## src/rtl/pm_mem_arbiter.sv

```systemverilog
`default_nettype none
// ============================================================================
// Module   : pm_mem_arbiter
// Brief    : Single-port memory arbiter for HPS download, LCD fetch and CPU,
//            one access in flight, fixed priority dl > lcd > cpu.
//            Optional CPU starvation guard: define PM_ARB_STARVE_GUARD_EN.
// Revision : 1.0 - initial release
// ============================================================================
module pm_mem_arbiter #(
   parameter int ADDR_W       = 21,
   parameter int RD_LATENCY   = 2,
   parameter int STARVE_LIMIT = 4
) (
   input  logic              clk,
   input  logic              reset_n,
   input  logic              dl_req,
   input  logic [ADDR_W-1:0] dl_addr,
   input  logic [7:0]        dl_data,
   output logic              dl_ack,
   input  logic              lcd_req,
   input  logic [ADDR_W-1:0] lcd_addr,
   output logic [7:0]        lcd_rdata,
   output logic              lcd_ack,
   input  logic              cpu_req,
   input  logic              cpu_we,
   input  logic [ADDR_W-1:0] cpu_addr,
   input  logic [7:0]        cpu_wdata,
   output logic [7:0]        cpu_rdata,
   output logic              cpu_ack,
   output logic [ADDR_W-1:0] mem_addr,
   output logic [7:0]        mem_wdata,
   output logic              mem_we,
   output logic              mem_re,
   input  logic [7:0]        mem_rdata,
   output logic              busy
);

   typedef enum logic [1:0] {
      S_IDLE  = 2'd0,
      S_ISSUE = 2'd1,
      S_WAIT  = 2'd2,
      S_DONE  = 2'd3
   } state_t;

   typedef enum logic [1:0] {
      OWN_DL  = 2'd0,
      OWN_LCD = 2'd1,
      OWN_CPU = 2'd2
   } owner_t;

   localparam int              LAT_W    = 4;
   localparam logic [LAT_W-1:0] LAT_LOAD = LAT_W'(RD_LATENCY - 1);

   if (RD_LATENCY < 1 || RD_LATENCY > 15 || STARVE_LIMIT < 1) begin : g_param_check
      $error("pm_mem_arbiter: RD_LATENCY must be 1..15 and STARVE_LIMIT >= 1");
   end

   state_t            state_q, state_d;
   owner_t            owner_q, owner_d;
   logic              rd_q, rd_d;
   logic [ADDR_W-1:0] addr_q, addr_d;
   logic [7:0]        wdata_q, wdata_d;
   logic [LAT_W-1:0]  lat_q, lat_d;
   logic [7:0]        lcd_rdata_q, lcd_rdata_d;
   logic [7:0]        cpu_rdata_q, cpu_rdata_d;

   logic              force_cpu;
   logic              grant_dl;
   logic              grant_lcd;
   logic              grant_cpu;

`ifdef PM_ARB_STARVE_GUARD_EN
   localparam int STARVE_W = $clog2(STARVE_LIMIT + 1);

   logic [STARVE_W-1:0] starve_q, starve_d;

   // Once LCD has won STARVE_LIMIT times over a waiting CPU, CPU jumps LCD.
   assign force_cpu = cpu_req && (starve_q == STARVE_W'(STARVE_LIMIT));

   always_comb begin
      starve_d = starve_q;
      if (state_q == S_IDLE) begin
         if (!cpu_req || grant_cpu) begin
            starve_d = '0;
         end else if (grant_lcd) begin
            starve_d = starve_q + STARVE_W'(1);
         end
      end
   end

   always_ff @(posedge clk or negedge reset_n) begin
      if (!reset_n) begin
         starve_q <= '0;
      end else begin
         starve_q <= starve_d;
      end
   end
`else
   assign force_cpu = 1'b0;
`endif

   assign grant_dl  = dl_req;
   assign grant_lcd = !dl_req && lcd_req && !force_cpu;
   assign grant_cpu = !dl_req && cpu_req && (force_cpu || !lcd_req);

   always_comb begin
      state_d     = state_q;
      owner_d     = owner_q;
      rd_d        = rd_q;
      addr_d      = addr_q;
      wdata_d     = wdata_q;
      lat_d       = lat_q;
      lcd_rdata_d = lcd_rdata_q;
      cpu_rdata_d = cpu_rdata_q;

      unique case (state_q)
         S_IDLE: begin
            if (grant_dl) begin
               owner_d = OWN_DL;
               rd_d    = 1'b0;
               addr_d  = dl_addr;
               wdata_d = dl_data;
               state_d = S_ISSUE;
            end else if (grant_lcd) begin
               owner_d = OWN_LCD;
               rd_d    = 1'b1;
               addr_d  = lcd_addr;
               state_d = S_ISSUE;
            end else if (grant_cpu) begin
               owner_d = OWN_CPU;
               rd_d    = !cpu_we;
               addr_d  = cpu_addr;
               wdata_d = cpu_wdata;
               state_d = S_ISSUE;
            end
         end
         S_ISSUE: begin
            if (rd_q) begin
               lat_d   = LAT_LOAD;
               state_d = S_WAIT;
            end else begin
               state_d = S_DONE;
            end
         end
         S_WAIT: begin
            // Counter reaching zero marks the cycle in which mem_rdata is valid.
            if (lat_q == '0) begin
               state_d = S_DONE;
               if (owner_q == OWN_LCD) begin
                  lcd_rdata_d = mem_rdata;
               end else if (owner_q == OWN_CPU) begin
                  cpu_rdata_d = mem_rdata;
               end
            end else begin
               lat_d = lat_q - LAT_W'(1);
            end
         end
         S_DONE: begin
            state_d = S_IDLE;
         end
         default: begin
            state_d = S_IDLE;
         end
      endcase
   end

   always_ff @(posedge clk or negedge reset_n) begin
      if (!reset_n) begin
         state_q     <= S_IDLE;
         owner_q     <= OWN_DL;
         rd_q        <= 1'b0;
         addr_q      <= '0;
         wdata_q     <= '0;
         lat_q       <= '0;
         lcd_rdata_q <= '0;
         cpu_rdata_q <= '0;
      end else begin
         state_q     <= state_d;
         owner_q     <= owner_d;
         rd_q        <= rd_d;
         addr_q      <= addr_d;
         wdata_q     <= wdata_d;
         lat_q       <= lat_d;
         lcd_rdata_q <= lcd_rdata_d;
         cpu_rdata_q <= cpu_rdata_d;
      end
   end

   // Strobes and acks decode straight from state so reset silences them at once.
   assign mem_addr  = addr_q;
   assign mem_wdata = wdata_q;
   assign mem_we    = (state_q == S_ISSUE) && !rd_q;
   assign mem_re    = (state_q == S_ISSUE) && rd_q;
   assign busy      = (state_q != S_IDLE);
   assign dl_ack    = (state_q == S_DONE) && (owner_q == OWN_DL);
   assign lcd_ack   = (state_q == S_DONE) && (owner_q == OWN_LCD);
   assign cpu_ack   = (state_q == S_DONE) && (owner_q == OWN_CPU);
   assign lcd_rdata = lcd_rdata_q;
   assign cpu_rdata = cpu_rdata_q;

endmodule
`default_nettype wire
```

## config.mk

```make
export PLATFORM = sky130hd
export DESIGN_NAME = pm_mem_arbiter
export DESIGN_NICKNAME = d
export VERILOG_FILES = /design/src/rtl/pm_mem_arbiter.sv
export SDC_FILE = /design/constraint.sdc
export NUM_CORES = 1
export LEC_CHECK = 0
export ABC_AREA = 1
export BUFFER_PORTS_ARGS = -buffer_cell sky130_fd_sc_hd__buf_2
export CAP_MARGIN = 10
export CORE_ASPECT_RATIO = 0.7
export CORE_UTILIZATION = 40
export CTS_BUF_LIST = sky130_fd_sc_hd__clkbuf_4 sky130_fd_sc_hd__clkbuf_8
export CTS_CLUSTER_DIAMETER = 120
export DETAILED_ROUTE_END_ITERATION = 12
export GPL_TIMING_DRIVEN = 0
export HOLD_SLACK_MARGIN = 0.02
export MAX_ROUTING_LAYER = met4
export PLACE_DENSITY = 0.71
export SYNTH_ARGS = -nofsm -noshare
export SYNTH_HDL_FRONTEND = slang
export SYNTH_SLANG_ARGS = --single-unit
```

## constraint.sdc

```tcl
create_clock -name clk -period 1.57 [get_ports clk]
set_input_delay 0.2355 -clock clk [delete_from_list [all_inputs] [get_ports clk]]
set_output_delay 0.2355 -clock clk [all_outputs]
set_load 0.05 [all_outputs]
```

======== Yosys cells after proc, flatten, opt, wreduce, memory -nomap -nowiden ========
Cells that the tools add are included.
storage, ports and cells
  bits in registers ....................... 54
  input bits .............................. 93
  output and inout port bits .............. 51
  logic and storage cells ................. 66
cells by class
  add/sub/neg operators ................... 1
  equality and inequality tests ........... 10
  multiplexer cells ....................... 21
  bitwise operators ....................... 1
  reductions and logical operators ........ 25
operators with widths
  operator                                                               count
  21-bit 2-to-1 mux                                                      3
  8-bit 2-to-1 mux                                                       3
  2-bit 2-to-1 mux                                                       7
  3-bit AND reduction                                                    3
  1-bit logical AND                                                      8
  4-bit 2-to-1 mux                                                       2
  2-bit != test, second input constant                                   4
  2-bit case mux with 4 select lines                                     1
  4-bit case mux with 2 select lines                                     1
  2-bit equality test, second input constant                             3
  2-bit nonzero test                                                     3
  2-bit by 1-bit equality test with 1-bit output, second input constant  2
  1-bit zero test                                                        4
  2-bit zero test                                                        2
  4-bit zero test                                                        1
  1-bit 2-to-1 mux                                                       4
  4-bit != test, second input constant                                   1
  2-bit AND reduction                                                    2
  4-bit AND reduction                                                    1
  4-bit by 1-bit subtractor with 4-bit output, second input constant     1
  3-bit nonzero test                                                     1
  1-bit NOT                                                              1

======== Longest topological paths before layout ========
Gate-level depths: netlist of the first run.
  depth in word-level cells ............... 7
  gate-level depth with buffers ........... 7
  depth with buffers taken out ............ 7

======== Least setup slack after synthesis of the first run ========
OpenSTA, ideal clock, no wires.
  path kind ............................... register to output
  start ................................... reg state_q[0]
  end ..................................... out cpu_ack
  data arrival time ....................... 1.627 ns
  data required time ...................... 1.334 ns
  slack ................................... -0.292 ns
  stages on the path, launching flop included .. 4
  path buffers ............................ 0
  cells stage by stage .................... dfrtp_1 ha_1 inv_1 nor3_1
on the way
  longest elaborated chain between the ends .. 2
RTL lines
  item                    RTL line  RTL
  from (decl)             58        state_t state_q, state_d;
  from (signal assigned)  178       state_q <= state_d;
  2-bit equality test     197       assign cpu_ack = (state_q == S_DONE) && (owner_q == OWN_CPU);
  1-bit logical AND       197
  to (decl)               29        output logic cpu_ack,
No other way between the ends.

======== Worst setup path in the final report of the first run ========
  start ................................... reg state_q[1]
  end ..................................... out mem_we
on the way
  longest elaborated chain between the ends .. 2
RTL lines
  item                                            RTL line  RTL
  2-bit by 1-bit equality test with 1-bit output  192       assign mem_we = (state_q == S_ISSUE) && !rd_q;
  1-bit logical AND                               192
  to (decl)                                       32        output logic mem_we,
No other way between the ends.

==> out/summary.md, run 1 <==
## Run status
- complete, no violations — run status

## Routing
- 0 — number of DRC violations after detailed routing
- 7860 um — final wirelength
- 123 — DRT iter0 DRCs
- 2945 — detailed-route via count
- 12.5 um — drt wl/cell
- 5 — number of iterations in the first detailed-routing pass
- 4.69 — number of vias per cell
- 0 — DRT antenna net count

## Floorplanning
- 72.9 um — vertical die dimension
- 25 — site row count
- 103 um — Chip Width
- 42.0% — initial cell density of the core
- 7540 um^2 — die area
- 6850 um^2 — Core Region
- 144 — number of placed I/O pins

## Clock tree
- 5 — total clock buffers created by CTS
- done — clock tree from TritonCTS
- 0.30 ns — clk_lat worst skew
- 2 — CTS max path bufs
- 0.10 ns — clock-pin slew of the registers on the worst-case setup and hold paths
- clkbuf_8 — Clock Root Buffer
- 2 — H-Tree Level Count
- 54 — number of sinks handled by clock tree synthesis

## STA
- 0.642 GHz — maximum operating frequency
- 1.56 ns — shortest clock period the worst path allows after layout
- 0 — number of setup violations in the final report
- 99.3% — share of the cycle needed by the critical path after routing
- 0.00554 ns — Layout Skew
- 0 — endpoints failing hold
- 64.5% — Rel. slew slack
- 0 — Slew Limit Fails
- 0.533 ns — measured slew at the worst slew-check pin
- 0 ns — total negative slack
- yes — unrepaired setup endpoints after global routing
- 0.0117 ns — final setup slack of the worst path

## Final layout
- 1420 um^2 — area of combinational cells with multiple inputs
- 39.1% — proportion of layout cells with a drive suffix above 1
- 644 — Fill cells
- 1350 um^2 — register cell area after layout
- 0 — Diodes inserted
- 633 — Post-layout nets
- 39.3% — synthesis-to-finish area growth

## Worst setup path
- dfrtp_1 — cell type of the slowest stage on the worst timing path
- mem_we — capturing instance or port of the critical path
- inv_2 — cell occurring most often along the worst timing path
- 0.08 ns — worst setup slack for register-to-register paths
- state_q[0] — R2R Path Start
- 4 — maximum fanout encountered on the critical timing path
- 7 — Register-to-Register Path Depth
- 0.44 ns — highest cell delay on the worst timing path
- state_q[1] — worst setup path startpoint
- 1.33 ns — CP Data Required Time
- register — CP startpoint kind
- flip-flops — crit-path leading delay family
- 3 — critical path buffer and inverter count
- output pin — endpoint type of the worst setup path
- register to output pin — Setup Crit Path Kind
- 5 — CP Depth
- 1.32 ns — arrival time of the worst setup path
- inv_2 > ha_4 > nand2_2 > inv_2 > buf_8 — Cell Chain, Critical Path
- cpu_rdata[7] — Reg-to-Reg End

## Global route
- 12600 um — first-pass GRT wire length
- 22.2% — aggregate global-route resource usage
- 2772 — via count of the first global-routing pass
- 0 — initial antenna violation count
- 0 — GR Overflow Total
- 55 — maximum number of pins on one net before global-route repair

## Yosys
- 376 — Post-Syn Instances
- 476 — post-synth net total
- simple AND/OR/NAND/NOR gates — main combinational cell family by area after synthesis
- dfrtp_1 — largest area contributor in the synthesized netlist
- 0 — Synthesis Warnings
- 0% — proportion of synthesized area in mux cells
- 54 — number of storage elements in the synthesis netlist
- 38.9% — post-synthesis simple-gate area fraction
- 47.0% — fraction of the yosys area taken by sequential cells
- 26 — count of distinct cell types in the synthesized netlist
- dfrtp_1 47%, nand2_1 22%, nand3_1 11% — main area contributors after synthesis
- 5.13% — Compound-Gate Fraction of Synth Area
- 2880 um^2 — Post-Synthesis Cell Area
- 7.65 um^2 — Mean Syn Cell Area
- 0.305% — xor/xnor cell area share of the yosys netlist
- 47.0% — post-synth top area share
- 3.05% — post-synthesis adder-cell area fraction

## Power
- 2.23 nW — Leak
- 28.4% — relative contribution of sequential cells to total power
- 54.3% — switching share of power
- 10.6% — share of power burned in the clock network
- 861 uV — peak supply drop
- 0.00400 W — internal portion of total power
- 2190 nW/um^2 — power density of the placed cells
- 61.0% — power share of the combinational group
- 0.00475 W — switching power

## Run
- 0 — max_cap viols

## Hold path
- 3 — Hold Path Cell Cnt
- input pin to register — kind of path behind the tightest hold check

## Placed design
- -0.0302 ns — setup slack at placement
- 5990 um — Final HPWL DP
- 0.817 — final estimated routing congestion in global placement
- 143 — count of input and output buffers

-- layout make-up --
cell class,count,share of cell area [%]
flip-flops and latches,54,33.8
clock inverters,3,1.12
well taps,94,2.94
plain buffers,15,2.59
multi-input cells,291,35.5
inverters,16,1.56
clock buffers,5,1.72
repair buffers,150,20.8
-- power by group through the flow --
| stage | combinational [W] | clock [W] | sequential (W) |
|---|---|---|---|
| floorplan | 0.00179 | 0 | 0.00443 |
| global placement | 0.00489 | 0 | 0.00247 |
| detailed placement | 0.00502 | 0 | 0.00246 |
| CTS | 0.00515 | 0.000956 | 0.00246 |
| global route | 0.00575 | 0.00101 | 0.00256 |
| finish | 0.00534 | 0.000930 | 0.00248 |
-- cells in the mapped netlist, drive strengths merged --
cell type and count:
ha 7, clkbuf 1, buf 14, o21ai 22, a21oi 3, inv 16
nor3 4, xnor2 1, or2 8, o21bai 1, nand2 175, dfrtp 54
nor2 8, nand3b 1, nand3 61
-- sequential cells by signal (all words and copies together) (netlist names) --
| name | cells |
|---|---|
| rd_q | 1 |
| mem_wdata | 8 |
| owner_q | 2 |
| cpu_rdata | 8 |
| mem_addr | 21 |
| lcd_rdata | 8 |
| state_q | 2 |
| lat_q | 4 |
-- worst min path at each step --
| stage | startpoint | end | slack (ns) |
|---|---|---|---|
| 2_1_floorplan | reset_n | cpu_rdata[0] | -0.06 |
| 3_3_place_gp | lcd_rdata[5] | lcd_rdata[5] | 0.45 |
| 3_5_place_dp | lcd_rdata[2] | lcd_rdata[2] | 0.45 |
| 4_1_cts | lcd_addr[20] | mem_addr[20] | 0.16 |
| 5_1_grt | lcd_addr[2] | mem_addr[2] | 0.15 |
| 6_report | lcd_addr[20] | mem_addr[20] | 0.16 |
-- timing repair --
action                                 4_1_cts  5_1_grt
setup endpoints to repair                   21       43
pin swaps                                    0        2
gates resized for setup                     16       22
buffers inserted                             2        3
endpoints found under the hold margin        0       13
hold buffers                                 0        1
-- stage by stage --
step	util (%)	hold slack (ns)	instance area, um^2	instances	power (W)
floorplan	-	-0.0601	2880	376	0.00621
global placement	54.1	0.452	3710	613	0.00736
detailed placement	54.1	0.454	3710	613	0.00748
CTS	56.6	0.158	3880	623	0.00857
global route	58.5	0.150	4010	628	0.00933
finish	58.5	0.160	4010	628	0.00875
-- worst reg2reg max path, delay by kind of cell (launching register included) --
| kind | cells | cell delay, ns |
|---|---|---|
| flops | 1 | 0.46 |
| fa+ha+maj | 1 | 0.22 |
| simple gates | 3 | 0.34 |
| buf+inv | 3 | 0.41 |
-- routing by layer --
| metal | track usage [%] | share of wire (%) | vias up |
|---|---|---|---|
| li1 | - | - | 1509 |
| met1 | 28.4 | 47 | 1335 |
| met2 | 36.1 | 47 | 95 |
| met3 | 4.79 | 5.8 | 6 |
| met4 | 5.16 | 0.84 | 0 |
| met5 | - | 0 | - |
-- cell usage in the layout, fill, tap and decap left out, drive strengths merged --
master / instances
a21oi: 3
buf: 162
bufinv: 1
clkbuf: 7
clkinvlp: 2
dfrtp: 54
dlygate4sd3: 1
ha: 7
inv: 16
nand2: 175
nand3: 61
nand3b: 1
nor2: 8
nor3: 4
o21ai: 22
o21bai: 1
or2: 8
xnor2: 1
-- logic make-up (layout without fill, tap and decap cells) --
group,after synthesis,count (layout)
AND/OR/NAND/NOR,257,257
flip-flops,54,54
buffers and inverters,31,189
AO/OA/AOI/OAI,26,26
adder cells (fa/ha/maj),7,7
XOR/XNOR,1,1
No activity file was read; power rests on OpenSTA's default activity.
==> run 2, diff against run 1 <==
CORE_UTILIZATION = 47   (was 40)
PLACE_DENSITY = 0.82   (was 0.71)
==> out/summary.md, run 2 (synthesis gave the netlist of run 1 again) <==
## Run status
- finished, violations left — run status
- negative setup slack — violations in the final reports

## Worst setup path
- o21ai_0 — cell occurring most often along the worst timing path
- register to register — Setup Crit Path Kind
- register — CP startpoint kind
- dfrtp_2 — cell type of the slowest stage on the worst timing path
- register — endpoint type of the worst setup path
- 0.47 ns — highest cell delay on the worst timing path, +0.03 ns
- flip-flops — crit-path leading delay family
- 2 — critical path buffer and inverter count, -1
- -0.07 ns — worst setup slack for register-to-register paths, -0.15 ns
- inv_2 > ha_2 > inv_1 > o21ai_0 > nand2_1 > o21ai_0 — Cell Chain, Critical Path
- 1.79 ns — CP Data Required Time, +0.46 ns
- 6 — Register-to-Register Path Depth, -1
- 1.86 ns — arrival time of the worst setup path, +0.54 ns
- lat_q[0] — Reg-to-Reg End
- state_q[0] — R2R Path Start
- 4 — maximum fanout encountered on the critical timing path, unchanged

## Global route
- 55 — maximum number of pins on one net before global-route repair, unchanged
- 0 — GR Overflow Total, unchanged
- 27.0% — aggregate global-route resource usage, +4.8 points
- 0 — initial antenna violation count, unchanged
- 2884 — via count of the first global-routing pass, +4.0%
- 12900 um — first-pass GRT wire length, +2.5%

## Routing
- 8480 um — final wirelength, +7.8%
- 227 — DRT iter0 DRCs, +85%
- 0 — DRT antenna net count, unchanged
- 3093 — detailed-route via count, +5.0%
- 4 — number of iterations in the first detailed-routing pass, -1
- 5.08 — number of vias per cell, +8.3%
- 13.9 um — drt wl/cell, +11%
- 0 — number of DRC violations after detailed routing, unchanged

## Placed design
- 594 — Placed Instances, -3.1%
- -0.0313 ns — setup slack at placement, -0.00102 ns
- 6010 um — Final HPWL DP, +0.32%
- 143 — count of input and output buffers, unchanged
- 0.848 — final estimated routing congestion in global placement, +3.8%

## Floorplanning
- 5810 um^2 — Core Region, -15%
- 67.4 um — vertical die dimension, -7.5%
- 144 — number of placed I/O pins, unchanged
- 49.5% — initial cell density of the core, +7.5 points
- 6440 um^2 — die area, -15%
- 23 — site row count, -8.0%
- 95.5 um — Chip Width, -7.6%

## STA
- yes — unrepaired setup endpoints after global routing
- 0 — Slew Limit Fails, unchanged
- 0 — endpoints failing hold, unchanged
- 1.64 ns — shortest clock period the worst path allows after layout, +0.0800 ns
- 0.518 ns — measured slew at the worst slew-check pin, -0.0152 ns
- 65.5% — Rel. slew slack, +1.0 points
- 0.610 GHz — maximum operating frequency, -4.9%
- 5 — number of setup violations in the final report, +5
- 104% — share of the cycle needed by the critical path after routing, +5.1 points
- 0.00303 ns — Layout Skew, -0.00250 ns
- -0.0683 ns — final setup slack of the worst path, -0.0800 ns

## Hold path
- input pin to register — kind of path behind the tightest hold check
- mem_addr[20] — endpoint with the worst hold slack
- 3 — Hold Path Cell Cnt, unchanged
- lcd_addr[20] — Hold Path Origin

## Power
- 2.25 nW — Leak, +0.81%
- 0.00881 W — PnR Total Power, +0.71%
- 909 uV — peak supply drop, +5.6%
- 2200 nW/um^2 — power density of the placed cells, +0.80%

## Final layout
- 633 — Post-layout nets, unchanged
- 168 x nand2_1, 142 x buf_2, 61 x nand3_1, 52 x dfrtp_1, 13 x o21ai_0 — commonest non-fill, non-tap cells in the layout
- 1460 um^2 — area of combinational cells with multiple inputs, +2.3%
- 498 — Fill cells, -23%
- 39.2% — synthesis-to-finish area growth, about the same
- 1350 um^2 — register cell area after layout, about the same
- 21 — Largest register FFs, unchanged
- 0 — Diodes inserted, unchanged
- 609 — non-filler cells, final, -3.0%
- nand2_1 — commonest non-fill, non-tap cell in the layout
- 39.3% — proportion of layout cells with a drive suffix above 1, +0.19 points

## Clock tree
- done — clock tree from TritonCTS
- 5 — total clock buffers created by CTS, unchanged
- 54 — number of sinks handled by clock tree synthesis, unchanged
- 0.09 ns — clock-pin slew of the registers on the worst-case setup and hold paths, about the same
- 2 — CTS max path bufs, unchanged
- 2 — H-Tree Level Count, unchanged
- 0.30 ns — clk_lat worst skew, about the same
- clkbuf_8 — Clock Root Buffer

## Run
- 0 — max_cap viols, unchanged

==> run 2: cell types whose count changed in the layout (fill, tap and decap cells not counted), moves of 2 or more <==
| cell | delta |
|---|---|
| inv_2 | -2 |
| o21ai_0 | +2 |
| clkinvlp_4 | -2 |
| inv_4 | +2 |
| buf_6 | +2 |
| nand2_2 | -3 |
| nand2_4 | +2 |
| nor3_4 | +2 |
| o21ai_1 | -2 |
| nor3_2 | -2 |
==> run 2: cell type report <==
cell class / count / share of cell area (%)
buffer: 15 / 2.60
clock buffer: 7 / 2.25
clock inverter: 1 / 0.125
inverter: 16 / 1.69
multi-input combinational: 291 / 36.4
sequential: 54 / 33.8
tap: 75 / 2.35
timing repair buffer: 150 / 20.8
==> run 2: worst register-to-register path: cells and delay by family, from the launching register on <==
family          cells  cell delay (ns)
flops               1             0.47
compound gates      2             0.44
buf+inv             2             0.24
fa+ha+maj           1             0.22
simple gates        1             0.18
==> run 2: how the worst max path moves through the flow <==
stage / startpoint / to / depth (start not counted) / slack [ns]
final: state_q[0] / lat_q[0] / 6 / -0.07
after global routing: state_q[0] / lat_q[2] / 7 / -0.23
after CTS: state_q[0] / cpu_rdata[7] / 7 / -0.03
after detailed placement: state_q[0] / mem_addr[16] / 7 / -0.03
after global placement: state_q[0] / owner_q[0] / 6 / 0.04
after floorplan: state_q[0] / cpu_ack / 3 / -0.29
==> run 2: layer usage <==
metal | GRT usage, % | wire [um] | vias up
li1 | - | - | 1513
met1 | 32.6 | 3590 | 1446
met2 | 46.2 | 4250 | 119
met3 | 5.18 | 500 | 15
met4 | 8.40 | 135 | 0
met5 | - | 0 | -
==> run 2: stage by stage <==
stage	hold slack (ns)	TNS, ns	utilization (%)	area (um^2)
after floorplan	-0.0601	-0.877	-	2880
after global placement	0.451	0	63.4	3680
after detailed placement	0.460	-0.139	63.4	3680
after CTS	0.160	-0.313	66.3	3860
after global routing	0.169	-1.38	68.8	4000
final	0.168	-0.238	68.8	4000
==> run 2: repair_timing <==
item / 4_1_cts / 5_1_grt
hold buffers: 0 / 1
hold endpoints to repair: 0 / 18
setup endpoints to repair: 22 / 40
buffers inserted: 2 / 3
pin swaps: 0 / 5
resized for setup: 17 / 27
==> run 2: where the power goes <==
part	internal, W	leakage (nW)	switching [W]
Combinational	0.00149	1.55	0.00400
Sequential	0.00207	0.650	0.000455
Clock	0.000374	0.0517	0.000429
Total	0.00393	2.25	0.00488
==> run 3, diff against run 2 <==
CELL_PAD_IN_SITES_DETAIL_PLACEMENT = 1   (was default)
CELL_PAD_IN_SITES_GLOBAL_PLACEMENT = 2   (was default)
CORE_UTILIZATION = 25   (was 47)
PLACE_DENSITY = default   (was 0.82)
PLACE_DENSITY_LB_ADDON = 0.1   (was default)
REMOVE_ABC_BUFFERS = 1   (was default)
SETUP_SLACK_MARGIN = 0.3   (was default)
==> out/summary.md, run 3 (synthesis gave the netlist of run 1 again) <==
## Run status
- finished, violations left — run status
- negative setup slack — violations in the final reports

## Worst setup path
- register — CP startpoint kind
- cpu_rdata[6] — Reg-to-Reg End
- register — endpoint type of the worst setup path
- register to register — Setup Crit Path Kind
- -0.03 ns — worst setup slack for register-to-register paths, +0.04 ns
- state_q[0] — worst setup path startpoint
- 1.89 ns — arrival time of the worst setup path, +0.03 ns
- 1.85 ns — CP Data Required Time, +0.06 ns
- 9 — Register-to-Register Path Depth, +3
- cpu_rdata[6] — capturing instance or port of the critical path
- 6 — maximum fanout encountered on the critical timing path, +2
- state_q[0] — R2R Path Start

## Routing
- 99 — DRT iter0 DRCs, -56%
- 4 — number of iterations in the first detailed-routing pass, unchanged
- 11600 um — final wirelength, +37%
- 0 — number of DRC violations after detailed routing, unchanged
- 0 — DRT antenna net count, unchanged
- 4.55 — number of vias per cell, -10%
- 3203 — detailed-route via count, +3.6%
- 16.5 um — drt wl/cell, +18%

## Floorplanning
- 11900 um^2 — die area, +85%
- 144 — number of placed I/O pins, unchanged
- 11100 um^2 — Core Region, +91%
- 25.9% — initial cell density of the core, -24 points
- 91.7 um — vertical die dimension, +36%
- 32 — site row count, +39%
- 130 um — Chip Width, +36%

## Clock tree
- 54 — number of sinks handled by clock tree synthesis, unchanged
- 0.33 ns — clk_lat worst skew, +0.03 ns
- done — clock tree from TritonCTS
- clkbuf_8 — Clock Root Buffer
- 0.12 ns — clock-pin slew of the registers on the worst-case setup and hold paths, +0.03 ns
- 2 — H-Tree Level Count, unchanged
- 2 — CTS max path bufs, unchanged
- 5 — total clock buffers created by CTS, unchanged

## Power
- 820 uV — peak supply drop, -9.8%
- 2230 nW/um^2 — power density of the placed cells, +1.1%
- 2.48 nW — Leak, +10%

## Global route
- 3405 — via count of the first global-routing pass, +18%
- 0 — GR Overflow Total, unchanged
- 17800 um — first-pass GRT wire length, +38%
- 36 — maximum number of pins on one net before global-route repair, -35%
- 1 — initial antenna violation count, +1
- 20.2% — aggregate global-route resource usage, -6.8 points

## Final layout
- 704 — non-filler cells, final, +16%
- 21 — Largest register FFs, unchanged
- 1352 — Fill cells, +170%
- 649 — Post-layout nets, +2.5%
- 58.5% — proportion of layout cells with a drive suffix above 1, +19 points
- 44.3% — Post-Route Utilization, -25 points
- buf_2 — commonest non-fill, non-tap cell in the layout
- 128 x buf_2, 108 x nand2_1, 50 x dfrtp_1, 45 x nand2_2, 40 x nand3_1 — commonest non-fill, non-tap cells in the layout
- 70.7% — synthesis-to-finish area growth

## STA
- 0 — Slew Limit Fails, unchanged
- -0.0322 ns — final setup slack of the worst path, +0.0361 ns
- 0.624 GHz — maximum operating frequency, +2.3%
- 49.6% — Rel. slew slack, -16 points
- 1.60 ns — shortest clock period the worst path allows after layout, -0.0361 ns
- 102% — share of the cycle needed by the critical path after routing, -2.3 points
- 0 — endpoints failing hold, unchanged
- 0.0164 ns — Layout Skew, +0.0134 ns
- 10 — number of setup violations in the final report, +5
- yes — unrepaired setup endpoints after global routing
- 0.755 ns — measured slew at the worst slew-check pin, +0.238 ns

## Hold path
- lcd_addr[2] — Hold Path Origin
- input pin to register — kind of path behind the tightest hold check

## Placed design
- 0.720 — final estimated routing congestion in global placement, -15%
- 658 — Placed Instances, +11%
- 143 — count of input and output buffers, unchanged
- 7170 um — Final HPWL DP, +19%

## Run
- 0 — max_cap viols, unchanged

[run 3: final cells by class]
| type | count | area (um^2) | area share, % |
|---|---|---|---|
| Multi-Input combinational cell | 297 | 2010 | 41.0 |
| Sequential cell | 54 | 1360 | 27.6 |
| Timing Repair Buffer | 175 | 1150 | 23.4 |
| Tap cell | 153 | 191 | 3.90 |
| Inverter | 16 | 80.1 | 1.63 |
| Clock buffer | 5 | 68.8 | 1.40 |
| Clock inverter | 3 | 47.5 | 0.969 |
| Antenna cell | 1 | 2.50 | 0.0510 |
[run 3: power by group]
group          internal [W]  switching [W]  total [W]
combinational       0.00243        0.00485    0.00728
clock              0.000485       0.000542    0.00103
sequential          0.00208       0.000548    0.00262
total               0.00499        0.00594     0.0109
[run 3: per-stage QoR]
step	hold WS, ns	area [um^2]	power, W	setup WS [ns]	setup TNS (ns)
after CTS	0.110	4420	0.00993	-0.0417	-0.130
after detailed placement	0.253	3700	0.00750	-0.558	-16.98
after global routing	0.0986	4910	0.0116	-0.0955	-1.43
final	0.109	4910	0.0109	-0.0322	-0.128
after global placement	0.452	3680	0.00740	-0.573	-16.50
after floorplan	-0.0601	2770	0.00610	-0.292	-0.882
[run 3: how the worst min path moves through the flow]
stage | cells past startpoint | endpoint
global placement | 2 | cpu_rdata[3]
detailed placement | 1 | lcd_rdata[3]
floorplan | 0 | cpu_rdata[0]
CTS | 3 | mem_addr[1]
finish | 3 | mem_addr[2]
global route | 3 | mem_addr[2]
[run 3: per-layer routing]
metal / vias to the layer above / wire length, um / track usage, %
met1: 1548 / 5340 / 25.3
li1: 1565 / - / -
met3: 9 / 741 / 4.78
met4: 0 / 114 / 3.78
met5: - / 0 / -
met2: 81 / 5380 / 33.3
[run 3: worst max-delay path: stages (launching register included)]
cell and delay, ns:
dfrtp_2 0.46, buf_6 0.14, inv_6 0.06, buf_6 0.09, ha_4 0.15, inv_4 0.05, nor2_8 0.25, clkbuf_16 0.21
nand3_2 0.07, nand2_1 0.08
[run 3: repair_timing]
action,in CTS,in global routing
buffers inserted,25,4
pin swaps,29,41
hold endpoints to repair,19,0
setup endpoints to repair,60,62
resized for setup,99,109
hold buffers,1,0
gates cloned,3,4
